$ cat config.mk
export PLATFORM = sky130hd
export DESIGN_NAME = wb_dcache_ctrl_flat
export DESIGN_NICKNAME = d
export VERILOG_FILES = /design/src/rtl/wb_dcache_ctrl_if.sv /design/src/rtl/wb_dcache_ctrl.sv /design/src/flat_wrapper.sv
export SDC_FILE = /design/constraint.sdc
export NUM_CORES = 1
export LEC_CHECK = 0
export CORE_UTILIZATION = 44
export CTS_CLUSTER_SIZE = 30
export DETAILED_ROUTE_END_ITERATION = 7
export PLACE_DENSITY = 0.83
export REMOVE_ABC_BUFFERS = 1
export SLEW_MARGIN = 30
export SYNTH_ARGS = -nofsm -noshare
export SYNTH_HDL_FRONTEND = slang
export SYNTH_SLANG_ARGS = --single-unit
$ cat constraint.sdc
create_clock -name clk -period 3.4 [get_ports clk]
set_input_delay 0.51 -clock clk [delete_from_list [all_inputs] [get_ports clk]]
set_output_delay 0.51 -clock clk [all_outputs]
set_load 0.005 [all_outputs]
$ cat src/rtl/wb_dcache_ctrl_if.sv
// Handshake bundle between the write-back dcache controller, the LSU/MMU,
// the dcache/victim datapath and the memory port.
interface wb_dcache_ctrl_if #(
    parameter int DCACHE_IDX_BITS = 7
);
    logic                       lsummu2dcache_req_i;
    logic                       lsummu2dcache_wr_i;
    logic                       dcache_flush_i;
    logic                       cache_hit_i;
    logic                       cache_evict_req_i;
    logic                       dcache_valid_i;
    logic                       victim_hit_i;
    logic                       mem2dcache_ack_i;
    logic                       dcache2lsummu_ack_o;
    logic                       dcache_flush_ack_o;
    logic                       dcache2mem_req_o;
    logic                       dcache2mem_wr_o;
    logic                       cache_wr_o;
    logic                       cache_line_wr_o;
    logic                       cache_line_clean_o;
    logic                       cache_wrb_req_o;
    logic [DCACHE_IDX_BITS-1:0] evict_index_o;
    logic                       write_to_victim_o;
    logic                       write_from_victim_o;
    logic                       lsu_victim_mux_sel_o;

    // Controller side.
    modport master (
        input  lsummu2dcache_req_i, lsummu2dcache_wr_i, dcache_flush_i,
               cache_hit_i, cache_evict_req_i, dcache_valid_i,
               victim_hit_i, mem2dcache_ack_i,
        output dcache2lsummu_ack_o, dcache_flush_ack_o, dcache2mem_req_o,
               dcache2mem_wr_o, cache_wr_o, cache_line_wr_o,
               cache_line_clean_o, cache_wrb_req_o, evict_index_o,
               write_to_victim_o, write_from_victim_o, lsu_victim_mux_sel_o
    );

    // Requester / datapath / memory side.
    modport slave (
        output lsummu2dcache_req_i, lsummu2dcache_wr_i, dcache_flush_i,
               cache_hit_i, cache_evict_req_i, dcache_valid_i,
               victim_hit_i, mem2dcache_ack_i,
        input  dcache2lsummu_ack_o, dcache_flush_ack_o, dcache2mem_req_o,
               dcache2mem_wr_o, cache_wr_o, cache_line_wr_o,
               cache_line_clean_o, cache_wrb_req_o, evict_index_o,
               write_to_victim_o, write_from_victim_o, lsu_victim_mux_sel_o
    );
endinterface

$ cat src/rtl/wb_dcache_ctrl.sv
// Write-back dcache controller: lookup, store hit, dirty writeback, allocate, flush walk.
// Victim cache swap/put paths exist only when DCACHE_VICTIM_EN is defined.
module wb_dcache_ctrl #(
    parameter int DCACHE_IDX_BITS = 7
) (
    input  logic            clk,
    input  logic            rst_n,
    wb_dcache_ctrl_if.master bus
);

    typedef enum logic [3:0] {
        IDLE,
        LOOKUP,
        WRBACK,
`ifdef DCACHE_VICTIM_EN
        VICTIM_SWAP,
        VICTIM_PUT,
`endif
        ALLOCATE,
        FL_READ,
        FL_CHK,
        FL_WB,
        FL_DONE
    } state_e;

    state_e                     state_q, state_d;
    logic [DCACHE_IDX_BITS-1:0] idx_q;
    logic                       idx_clr, idx_inc;

    logic ack, flush_ack, mem_req, mem_wr, cache_wr, line_wr, line_clean, wrb_req;
`ifdef DCACHE_VICTIM_EN
    logic vhit_q, valid_q;
    logic to_victim, from_victim, victim_sel;
`else
    logic unused_victim_hit;
    assign unused_victim_hit = bus.victim_hit_i;
`endif

    always_ff @(posedge clk) begin
        // NOTE: state registers use non-blocking assignments so every flop samples pre-edge values.
        if (!rst_n) begin
            state_q <= IDLE;
            idx_q   <= '0;
`ifdef DCACHE_VICTIM_EN
            vhit_q  <= 1'b0;
            valid_q <= 1'b0;
`endif
        end else begin
            state_q <= state_d;
            if (idx_clr)      idx_q <= '0;
            else if (idx_inc) idx_q <= idx_q + 1'b1;
`ifdef DCACHE_VICTIM_EN
            // Miss routing after a writeback reuses what the lookup saw.
            if (state_q == LOOKUP) begin
                vhit_q  <= bus.victim_hit_i;
                valid_q <= bus.dcache_valid_i;
            end
`endif
        end
    end

    always_comb begin
        // NOTE: every combinational output gets a default first, so no path infers a latch.
        state_d    = state_q;
        idx_clr    = 1'b0;
        idx_inc    = 1'b0;
        ack        = 1'b0;
        flush_ack  = 1'b0;
        mem_req    = 1'b0;
        mem_wr     = 1'b0;
        cache_wr   = 1'b0;
        line_wr    = 1'b0;
        line_clean = 1'b0;
        wrb_req    = 1'b0;
`ifdef DCACHE_VICTIM_EN
        to_victim   = 1'b0;
        from_victim = 1'b0;
        victim_sel  = 1'b0;
`endif
        unique case (state_q)
            IDLE: begin
                if (bus.dcache_flush_i) begin
                    idx_clr = 1'b1;
                    state_d = FL_READ;
                end else if (bus.lsummu2dcache_req_i) begin
                    state_d = LOOKUP;
                end
            end
            LOOKUP: begin
                if (bus.cache_hit_i) begin
                    ack      = 1'b1;
                    cache_wr = bus.lsummu2dcache_wr_i;
                    state_d  = IDLE;
                end else if (bus.dcache_valid_i && bus.cache_evict_req_i) begin
                    state_d = WRBACK;
`ifdef DCACHE_VICTIM_EN
                end else if (bus.victim_hit_i) begin
                    state_d = VICTIM_SWAP;
                end else if (bus.dcache_valid_i) begin
                    state_d = VICTIM_PUT;
`endif
                end else begin
                    state_d = ALLOCATE;
                end
            end
            WRBACK: begin
                mem_req = 1'b1;
                mem_wr  = 1'b1;
                wrb_req = 1'b1;
                if (bus.mem2dcache_ack_i) begin
                    line_clean = 1'b1;
`ifdef DCACHE_VICTIM_EN
                    // The line is clean now, so it may move to the victim cache.
                    state_d = vhit_q ? VICTIM_SWAP : VICTIM_PUT;
`else
                    state_d = ALLOCATE;
`endif
                end
            end
`ifdef DCACHE_VICTIM_EN
            VICTIM_SWAP: begin
                from_victim = 1'b1;
                to_victim   = valid_q;
                if (bus.lsummu2dcache_wr_i) begin
                    state_d = LOOKUP;
                end else begin
                    victim_sel = 1'b1;
                    ack        = 1'b1;
                    state_d    = IDLE;
                end
            end
            VICTIM_PUT: begin
                to_victim = 1'b1;
                state_d   = ALLOCATE;
            end
`endif
            ALLOCATE: begin
                mem_req = 1'b1;
                if (bus.mem2dcache_ack_i) begin
                    line_wr = 1'b1;
                    state_d = LOOKUP;
                end
            end
            FL_READ: state_d = FL_CHK;
            FL_CHK: begin
                if (bus.dcache_valid_i && bus.cache_evict_req_i) begin
                    state_d = FL_WB;
                end else begin
                    idx_inc = 1'b1;
                    state_d = (&idx_q) ? FL_DONE : FL_READ;
                end
            end
            FL_WB: begin
                mem_req = 1'b1;
                mem_wr  = 1'b1;
                wrb_req = 1'b1;
                if (bus.mem2dcache_ack_i) begin
                    line_clean = 1'b1;
                    idx_inc    = 1'b1;
                    state_d    = (&idx_q) ? FL_DONE : FL_READ;
                end
            end
            FL_DONE: begin
                flush_ack = 1'b1;
                state_d   = IDLE;
            end
            default: state_d = IDLE;
        endcase
    end

    assign bus.dcache2lsummu_ack_o = ack;
    assign bus.dcache_flush_ack_o  = flush_ack;
    assign bus.dcache2mem_req_o    = mem_req;
    assign bus.dcache2mem_wr_o     = mem_wr;
    assign bus.cache_wr_o          = cache_wr;
    assign bus.cache_line_wr_o     = line_wr;
    assign bus.cache_line_clean_o  = line_clean;
    assign bus.cache_wrb_req_o     = wrb_req;
    assign bus.evict_index_o       = idx_q;
`ifdef DCACHE_VICTIM_EN
    assign bus.write_to_victim_o    = to_victim;
    assign bus.write_from_victim_o  = from_victim;
    assign bus.lsu_victim_mux_sel_o = victim_sel;
`else
    assign bus.write_to_victim_o    = 1'b0;
    assign bus.write_from_victim_o  = 1'b0;
    assign bus.lsu_victim_mux_sel_o = 1'b0;
`endif

endmodule

$ cat src/flat_wrapper.sv
// flat-port wrapper written by rule: the top's interface ports become plain ports
module wb_dcache_ctrl_flat 
#(
    parameter int DCACHE_IDX_BITS = 7
)
  (clk, rst_n, bus_lsummu2dcache_req_i, bus_lsummu2dcache_wr_i, bus_dcache_flush_i, bus_cache_hit_i, bus_cache_evict_req_i, bus_dcache_valid_i, bus_victim_hit_i, bus_mem2dcache_ack_i, bus_dcache2lsummu_ack_o, bus_dcache_flush_ack_o, bus_dcache2mem_req_o, bus_dcache2mem_wr_o, bus_cache_wr_o, bus_cache_line_wr_o, bus_cache_line_clean_o, bus_cache_wrb_req_o, bus_evict_index_o, bus_write_to_victim_o, bus_write_from_victim_o, bus_lsu_victim_mux_sel_o);
  wb_dcache_ctrl_if #(.DCACHE_IDX_BITS(DCACHE_IDX_BITS)) bus_i ();
  input  logic clk;
  input  logic rst_n;
  input wire logic [$bits(bus_i.lsummu2dcache_req_i)-1:0] bus_lsummu2dcache_req_i;
  input wire logic [$bits(bus_i.lsummu2dcache_wr_i)-1:0] bus_lsummu2dcache_wr_i;
  input wire logic [$bits(bus_i.dcache_flush_i)-1:0] bus_dcache_flush_i;
  input wire logic [$bits(bus_i.cache_hit_i)-1:0] bus_cache_hit_i;
  input wire logic [$bits(bus_i.cache_evict_req_i)-1:0] bus_cache_evict_req_i;
  input wire logic [$bits(bus_i.dcache_valid_i)-1:0] bus_dcache_valid_i;
  input wire logic [$bits(bus_i.victim_hit_i)-1:0] bus_victim_hit_i;
  input wire logic [$bits(bus_i.mem2dcache_ack_i)-1:0] bus_mem2dcache_ack_i;
  output wire logic [$bits(bus_i.dcache2lsummu_ack_o)-1:0] bus_dcache2lsummu_ack_o;
  output wire logic [$bits(bus_i.dcache_flush_ack_o)-1:0] bus_dcache_flush_ack_o;
  output wire logic [$bits(bus_i.dcache2mem_req_o)-1:0] bus_dcache2mem_req_o;
  output wire logic [$bits(bus_i.dcache2mem_wr_o)-1:0] bus_dcache2mem_wr_o;
  output wire logic [$bits(bus_i.cache_wr_o)-1:0] bus_cache_wr_o;
  output wire logic [$bits(bus_i.cache_line_wr_o)-1:0] bus_cache_line_wr_o;
  output wire logic [$bits(bus_i.cache_line_clean_o)-1:0] bus_cache_line_clean_o;
  output wire logic [$bits(bus_i.cache_wrb_req_o)-1:0] bus_cache_wrb_req_o;
  output wire logic [$bits(bus_i.evict_index_o)-1:0] bus_evict_index_o;
  output wire logic [$bits(bus_i.write_to_victim_o)-1:0] bus_write_to_victim_o;
  output wire logic [$bits(bus_i.write_from_victim_o)-1:0] bus_write_from_victim_o;
  output wire logic [$bits(bus_i.lsu_victim_mux_sel_o)-1:0] bus_lsu_victim_mux_sel_o;
  assign bus_i.lsummu2dcache_req_i = bus_lsummu2dcache_req_i;
  assign bus_i.lsummu2dcache_wr_i = bus_lsummu2dcache_wr_i;
  assign bus_i.dcache_flush_i = bus_dcache_flush_i;
  assign bus_i.cache_hit_i = bus_cache_hit_i;
  assign bus_i.cache_evict_req_i = bus_cache_evict_req_i;
  assign bus_i.dcache_valid_i = bus_dcache_valid_i;
  assign bus_i.victim_hit_i = bus_victim_hit_i;
  assign bus_i.mem2dcache_ack_i = bus_mem2dcache_ack_i;
  assign bus_dcache2lsummu_ack_o = bus_i.dcache2lsummu_ack_o;
  assign bus_dcache_flush_ack_o = bus_i.dcache_flush_ack_o;
  assign bus_dcache2mem_req_o = bus_i.dcache2mem_req_o;
  assign bus_dcache2mem_wr_o = bus_i.dcache2mem_wr_o;
  assign bus_cache_wr_o = bus_i.cache_wr_o;
  assign bus_cache_line_wr_o = bus_i.cache_line_wr_o;
  assign bus_cache_line_clean_o = bus_i.cache_line_clean_o;
  assign bus_cache_wrb_req_o = bus_i.cache_wrb_req_o;
  assign bus_evict_index_o = bus_i.evict_index_o;
  assign bus_write_to_victim_o = bus_i.write_to_victim_o;
  assign bus_write_from_victim_o = bus_i.write_from_victim_o;
  assign bus_lsu_victim_mux_sel_o = bus_i.lsu_victim_mux_sel_o;
  wb_dcache_ctrl #(.DCACHE_IDX_BITS(DCACHE_IDX_BITS)) u_core (.clk(clk), .rst_n(rst_n), .bus(bus_i));
endmodule
==> impl_metrics.json, run 1 <==
{
  "status": "completed",
  "dieHeight_um": 40.6,
  "drtIter0Drc": 22,
  "ant_nets": 0,
  "r2r-start": "u_core.state_q[0]$_SDFFE_PN0P_",
  "cts_buffers": 3,
  "holdBufCountCts": 0,
  "fin_util_pct": 66.2,
  "vias": 652,
  "ir_drop_uv": 255,
  "crit_required_ns": 2.89,
  "path_class": "flop to output port",
  "numPortBuffers": 23,
  "synthTopCellsByArea": "dfxtp_1 (30%), a21oi_1 (6.9%), buf_4 (4.6%), nor2_1 (4.6%), nand2_1 (4.0%)",
  "dpl_cell_area_um2": 857,
  "num_rows": 13,
  "hold_depth": 2,
  "start_util_pct": 48.7,
  "core-area_um2": 1350,
  "vias_per_cell": 5.39,
  "cp-end-kind": "output port",
  "htreeDepth": 1,
  "io_pins": 28,
  "holdPathEnd": "u_core.bus.evict_index_o[6]$_SDFFE_PP0P_",
  "tns_ns": 0,
  "period_share_pct": 69.9,
  "clkLatencyLatePin_ns": 0.26,
  "drive_gt1_share_pct": 8.49,
  "r2r_cells": 4,
  "multi_input_area_um2": 397,
  "chipWidth_um": 40.6,
  "nets": 118,
  "globalRoute.totalOverflow": 0,
  "layout_common_cells": "clkdlybuf4s50_1 (23), dfxtp_1 (10), a21oi_1 (9)",
  "rsz0062_at_grt": "no",
  "drc_errors": 0,
  "grt_first_pass_wirelength_mm": 2.31,
  "layout_commonest_cell": "clkdlybuf4s50_1",
  "synth_area_leader_cell": "dfxtp_1",
  "wl_per_cell_um": 11.8,
  "yosysSeqAreaShare_pct": 30.5,
  "yosys_warnings": 0,
  "clock.fmax_mhz": 421,
  "cts_setup_buffers": 0,
  "worst-path-max-fanout": 14,
  "ys_ff_latch": 10,
  "cts_buffer_depth": 2,
  "synthesis.instances": 85,
  "finalInstanceArea_um2": 893,
  "track_usage_pct": 20.7,
  "synthesis.area_um2": 657,
  "min_path_type": "flop to flop",
  "cts_root_buffer": "clkbuf_4",
  "synthDistinctLibCells": 36,
  "cts_tree": "built",
  "p_per_area_nw_per_um2": 367,
  "cts_num_sinks": 10,
  "dr.pass1.iters": 4,
  "hold_viol_final": 0,
  "die_area_um2": 1650,
  "dpl.cell_count": 117,
  "path_clk_slew_ns": 0.06,
  "dp_hpwl_mm": 1.08,
  "grt_antenna_before_repair": 0,
  "cts_resized": 0,
  "fin_crit_ns": 2.37,
  "grt_pass1_vias": 549,
  "routabilityCongestion": 0.735,
  "ff_latch_area_um2": 200,
  "r2r_setup_slack_ns": 1.73,
  "synth.avg_cell_area_um2": 7.73,
  "grt_max_degree": 15,
  "leakage_nw": 0.310,
  "drv_cap": 0,
  "clock_skew_ns": 0.000366,
  "synth_top_area_share_pct": 30.5,
  "crit_arrival_ns": 1.86,
  "setup_viol": 0,
  "slew_violations": 0,
  "worstReg2RegEnd": "u_core.bus.evict_index_o[5]$_SDFFE_PP0P_",
  "start_kind": "flop",
  "n_antenna_cell": 0,
  "area_growth_pct": 36.0,
  "stdcell_count": 121,
  "min_from": "u_core.bus.evict_index_o[6]$_SDFFE_PP0P_",
  "fill_cells": 126,
  "drt_wl_total_mm": 1.42
}
==> cells in the mapped netlist, drive strengths merged <==
cell type	instances
o211ai	1
o31ai	2
dfxtp	10
a31oi	1
o41ai	1
ha	1
conb	1
or2b	1
nand2b	1
and3b	1
nor4	1
nand3	2
buf	8
nand2	7
a221oi	1
a2111oi	1
nor4b	1
and2	1
a22oi	1
and2b	1
a21oi	10
nand4	3
inv	3
or3	3
or4	2
nor2b	1
nand3b	1
nor4bb	1
nor3	1
o21ai	7
nor2	8
a21boi	1
==> metrics by stage <==
stage | worst slack [ns] | total power [mW] | hold slack (ns)
after floorplan | 1.90 | 0.188 | 0.481
after global placement | 1.08 | 0.224 | 0.480
after detailed placement | 1.08 | 0.226 | 0.491
after CTS | 1.00 | 0.331 | 0.504
after global routing | 0.865 | 0.348 | 0.538
final | 1.03 | 0.328 | 0.497
==> cell families (layout without fill, tap and decap cells) <==
| kind of cell | after synthesis | after routing | synth area share (%) |
|---|---|---|---|
| AOI/OAI and AO/OA | 26 | 26 | 25.1 |
| adders and majority gates | 1 | 1 | 1.90 |
| buffers and inverters | 11 | 30 | 10.3 |
| DFF | 10 | 10 | 30.5 |
| other | 1 | 3 | 0.571 |
| and+or+nand+nor | 36 | 36 | 31.6 |
==> where the power goes <==
| group | total, mW | leakage (nW) | switching, mW | internal [mW] |
|---|---|---|---|---|
| logic | 0.0819 | 0.208 | 0.0388 | 0.0431 |
| clock network | 0.105 | 0.0210 | 0.0398 | 0.0650 |
| registers | 0.141 | 0.0812 | 0.0180 | 0.123 |
==> routing by layer <==
layer | global-route usage (%) | vias to the layer above | part of all wire (%)
met1 | 25.9 | 281 | 49
met4 | 9.17 | 0 | 0
met3 | 3.80 | 0 | 6.3
met2 | 34.1 | 25 | 45
met5 | 0 | - | 0
li1 | - | 346 | -
==> critical path: stages (launching register included) <==
cell	delay (ns)
dfxtp_1	0.61
inv_1	0.22
nand2_1	0.13
nor2_1	0.05
and2_1	0.14
clkdlybuf4s50_1	0.43
==> sequential cells by signal (all words and copies together) (netlist names) <==
signal,flops
u_core.bus.evict_index_o,7
u_core.state_q,3
==> layout make-up <==
class,instances,share of cell area [%]
Sequential cell,10,22.4
Multi-Input combinational cell,66,44.4
Tap cell,15,2.10
Timing Repair Buffer,23,25.8
Clock buffer,4,4.06
Inverter,3,1.26
==> worst max-delay path by stage <==
stage	to	start	slack (ns)	depth (start not counted)
after CTS	bus_cache_wr_o	u_core.state_q[2]$_SDFFE_PN0P_	1.00	5
after global routing	bus_cache_wr_o	u_core.state_q[2]$_SDFFE_PN0P_	0.86	5
after global placement	bus_cache_wr_o	bus_cache_hit_i	1.08	5
after floorplan	bus_cache_wr_o	u_core.state_q[2]$_SDFFE_PN0P_	1.90	4
after detailed placement	bus_cache_wr_o	bus_cache_hit_i	1.08	5
final	bus_cache_wr_o	u_core.state_q[2]$_SDFFE_PN0P_	1.03	5
No activity file was read; power rests on OpenSTA's default activity.
==> run 2, diff against run 1 <==
--- a/config.mk
+++ b/config.mk
@@ -5,10 +5,10 @@
 export SDC_FILE = /design/constraint.sdc
 export NUM_CORES = 1
 export LEC_CHECK = 0
-export CORE_UTILIZATION = 44
+export CORE_UTILIZATION = 41
 export CTS_CLUSTER_SIZE = 30
 export DETAILED_ROUTE_END_ITERATION = 7
-export PLACE_DENSITY = 0.83
+export PLACE_DENSITY = 0.78
 export REMOVE_ABC_BUFFERS = 1
 export SLEW_MARGIN = 30
 export SYNTH_ARGS = -nofsm -noshare
==> constraint.sdc (replaced) <==
create_clock -name clk -period 2.2 [get_ports clk]
set_input_delay 0.33 -clock clk [delete_from_list [all_inputs] [get_ports clk]]
set_output_delay 0.33 -clock clk [all_outputs]
set_load 0.005 [all_outputs]
==> impl_metrics.json, run 2 (synthesized netlist as in run 1, its figures left out) <==
{
  "setup_viol": 0,
  "worst-path-max-fanout": 12,
  "grt_antenna_before_repair": 0,
  "cts_resized": 0,
  "htreeDepth": 1,
  "core-area_um2": 1510,
  "vias_per_cell": 5.67,
  "layout_commonest_cell": "clkdlybuf4s50_1",
  "wl_per_cell_um": 12.4,
  "clkLatencyLatePin_ns": 0.27,
  "numPortBuffers": 23,
  "drtIter0Drc": 20,
  "cts_setup_buffers": 0,
  "fill_cells": 149,
  "cts_buffer_depth": 2,
  "cts_root_buffer": "clkbuf_4",
  "track_usage_pct": 18.5,
  "holdBufCountCts": 0,
  "dr.pass1.iters": 4,
  "clock.fmax_mhz": 494,
  "dieHeight_um": 42.0,
  "num_rows": 14,
  "clock_skew_ns": 0.000580,
  "r2r_cells": 4,
  "p_per_area_nw_per_um2": 577,
  "layout_common_cells": "clkdlybuf4s50_1 (23), dfxtp_1 (10), a21oi_1 (9)",
  "cts_buffers": 3,
  "hold_viol_final": 0,
  "routabilityCongestion": 0.760,
  "crit_required_ns": 1.87,
  "dp_hpwl_mm": 1.04,
  "path_clk_slew_ns": 0.07,
  "ant_nets": 0,
  "chipWidth_um": 42.0,
  "drive_gt1_share_pct": 9.35,
  "cp-end-kind": "output port",
  "leakage_nw": 0.315,
  "cts_tree": "built",
  "fin_util_pct": 59.9,
  "n_antenna_cell": 0,
  "drv_cap": 0,
  "drt_wl_total_mm": 1.53,
  "vias": 698,
  "crit_arrival_ns": 1.70,
  "place_ws_ns": 0.218,
  "grt_first_pass_wirelength_mm": 2.50,
  "worstReg2RegEnd": "u_core.bus.evict_index_o[5]$_SDFFE_PP0P_",
  "path_class": "flop to output port",
  "grt_max_degree": 15,
  "largest_register_ffs": 7,
  "min_from": "u_core.bus.evict_index_o[6]$_SDFFE_PP0P_",
  "globalRoute.totalOverflow": 0,
  "area_growth_pct": 37.3,
  "hold_depth": 2,
  "fin_crit_ns": 2.03,
  "grt_pass1_vias": 610,
  "tns_ns": 0,
  "drc_errors": 0,
  "slew_violations": 0,
  "r2r-start": "u_core.state_q[1]$_SDFFE_PN0P_",
  "die_area_um2": 1770,
  "cts_num_sinks": 10,
  "status": "completed",
  "start_kind": "flop",
  "period_share_pct": 92.1,
  "whs_ns": 0.502,
  "min_path_type": "flop to flop",
  "io_pins": 28,
  "rsz0062_at_grt": "no",
  "nets": 119,
  "start_util_pct": 43.6,
  "holdPathEnd": "u_core.bus.evict_index_o[6]$_SDFFE_PP0P_",
  "worst_slack_ns": 0.175,
  "r2r_setup_slack_ns": 0.53,
  "ir_drop_uv": 331
}
## run 2: cell types whose count changed in the layout (fill, tap and decap cells not counted)
cell / delta
buf_4: +1
## run 2: cell type report
class                           instances  area [um^2]  share of cell area (%)
Tap cell                               16         20.0                    2.22
Sequential cell                        10          200                    22.2
Clock buffer                            4         36.3                    4.02
Inverter                                3         11.3                    1.25
Timing Repair Buffer                   24          238                    26.4
Multi-Input combinational cell         66          397                    44.0
## run 2: worst max-delay path: stages (launching register included)
cell and delay, ns:
dfxtp_1 0.54, nand2b_1 0.13, nor2_1 0.14, and2_1 0.14, clkdlybuf4s50_1 0.49
## run 2: power breakdown
part / internal, mW / switching, mW
combinational: 0.0698 / 0.0713
sequential: 0.190 / 0.0188
clock: 0.101 / 0.0699
total: 0.361 / 0.160
## run 2: stage by stage
step | instances | power, mW | instance area (um^2)
after global routing | 123 | 0.551 | 902
after CTS | 123 | 0.524 | 902
after detailed placement | 119 | 0.351 | 866
after floorplan | 79 | 0.291 | 608
final | 123 | 0.521 | 902
after global placement | 119 | 0.349 | 866
## run 2: metal layers
metal / share of wire, % / vias up / global-route usage [%]
li1: - / 349 / -
met1: 43 / 317 / 21.2
met2: 48 / 30 / 30.6
met3: 7.8 / 2 / 6.90
met4: 0.91 / 0 / 8.13
met5: 0 / - / 0
## run 2: worst max path at each step
stage                     cells after the start                           start  slack [ns]                                  endpoint
after CTS                                     4  u_core.state_q[0]$_SDFFE_PN0P_        0.16                            bus_cache_wr_o
after detailed placement                      5                 bus_cache_hit_i        0.22                            bus_cache_wr_o
after floorplan                               4  u_core.state_q[0]$_SDFFE_PN0P_        0.72  u_core.bus.evict_index_o[5]$_SDFFE_PP0P_
after global placement                        5                 bus_cache_hit_i        0.24                            bus_cache_wr_o
final                                         4  u_core.state_q[0]$_SDFFE_PN0P_        0.17                            bus_cache_wr_o
after global routing                          4  u_core.state_q[0]$_SDFFE_PN0P_        0.06                            bus_cache_wr_o
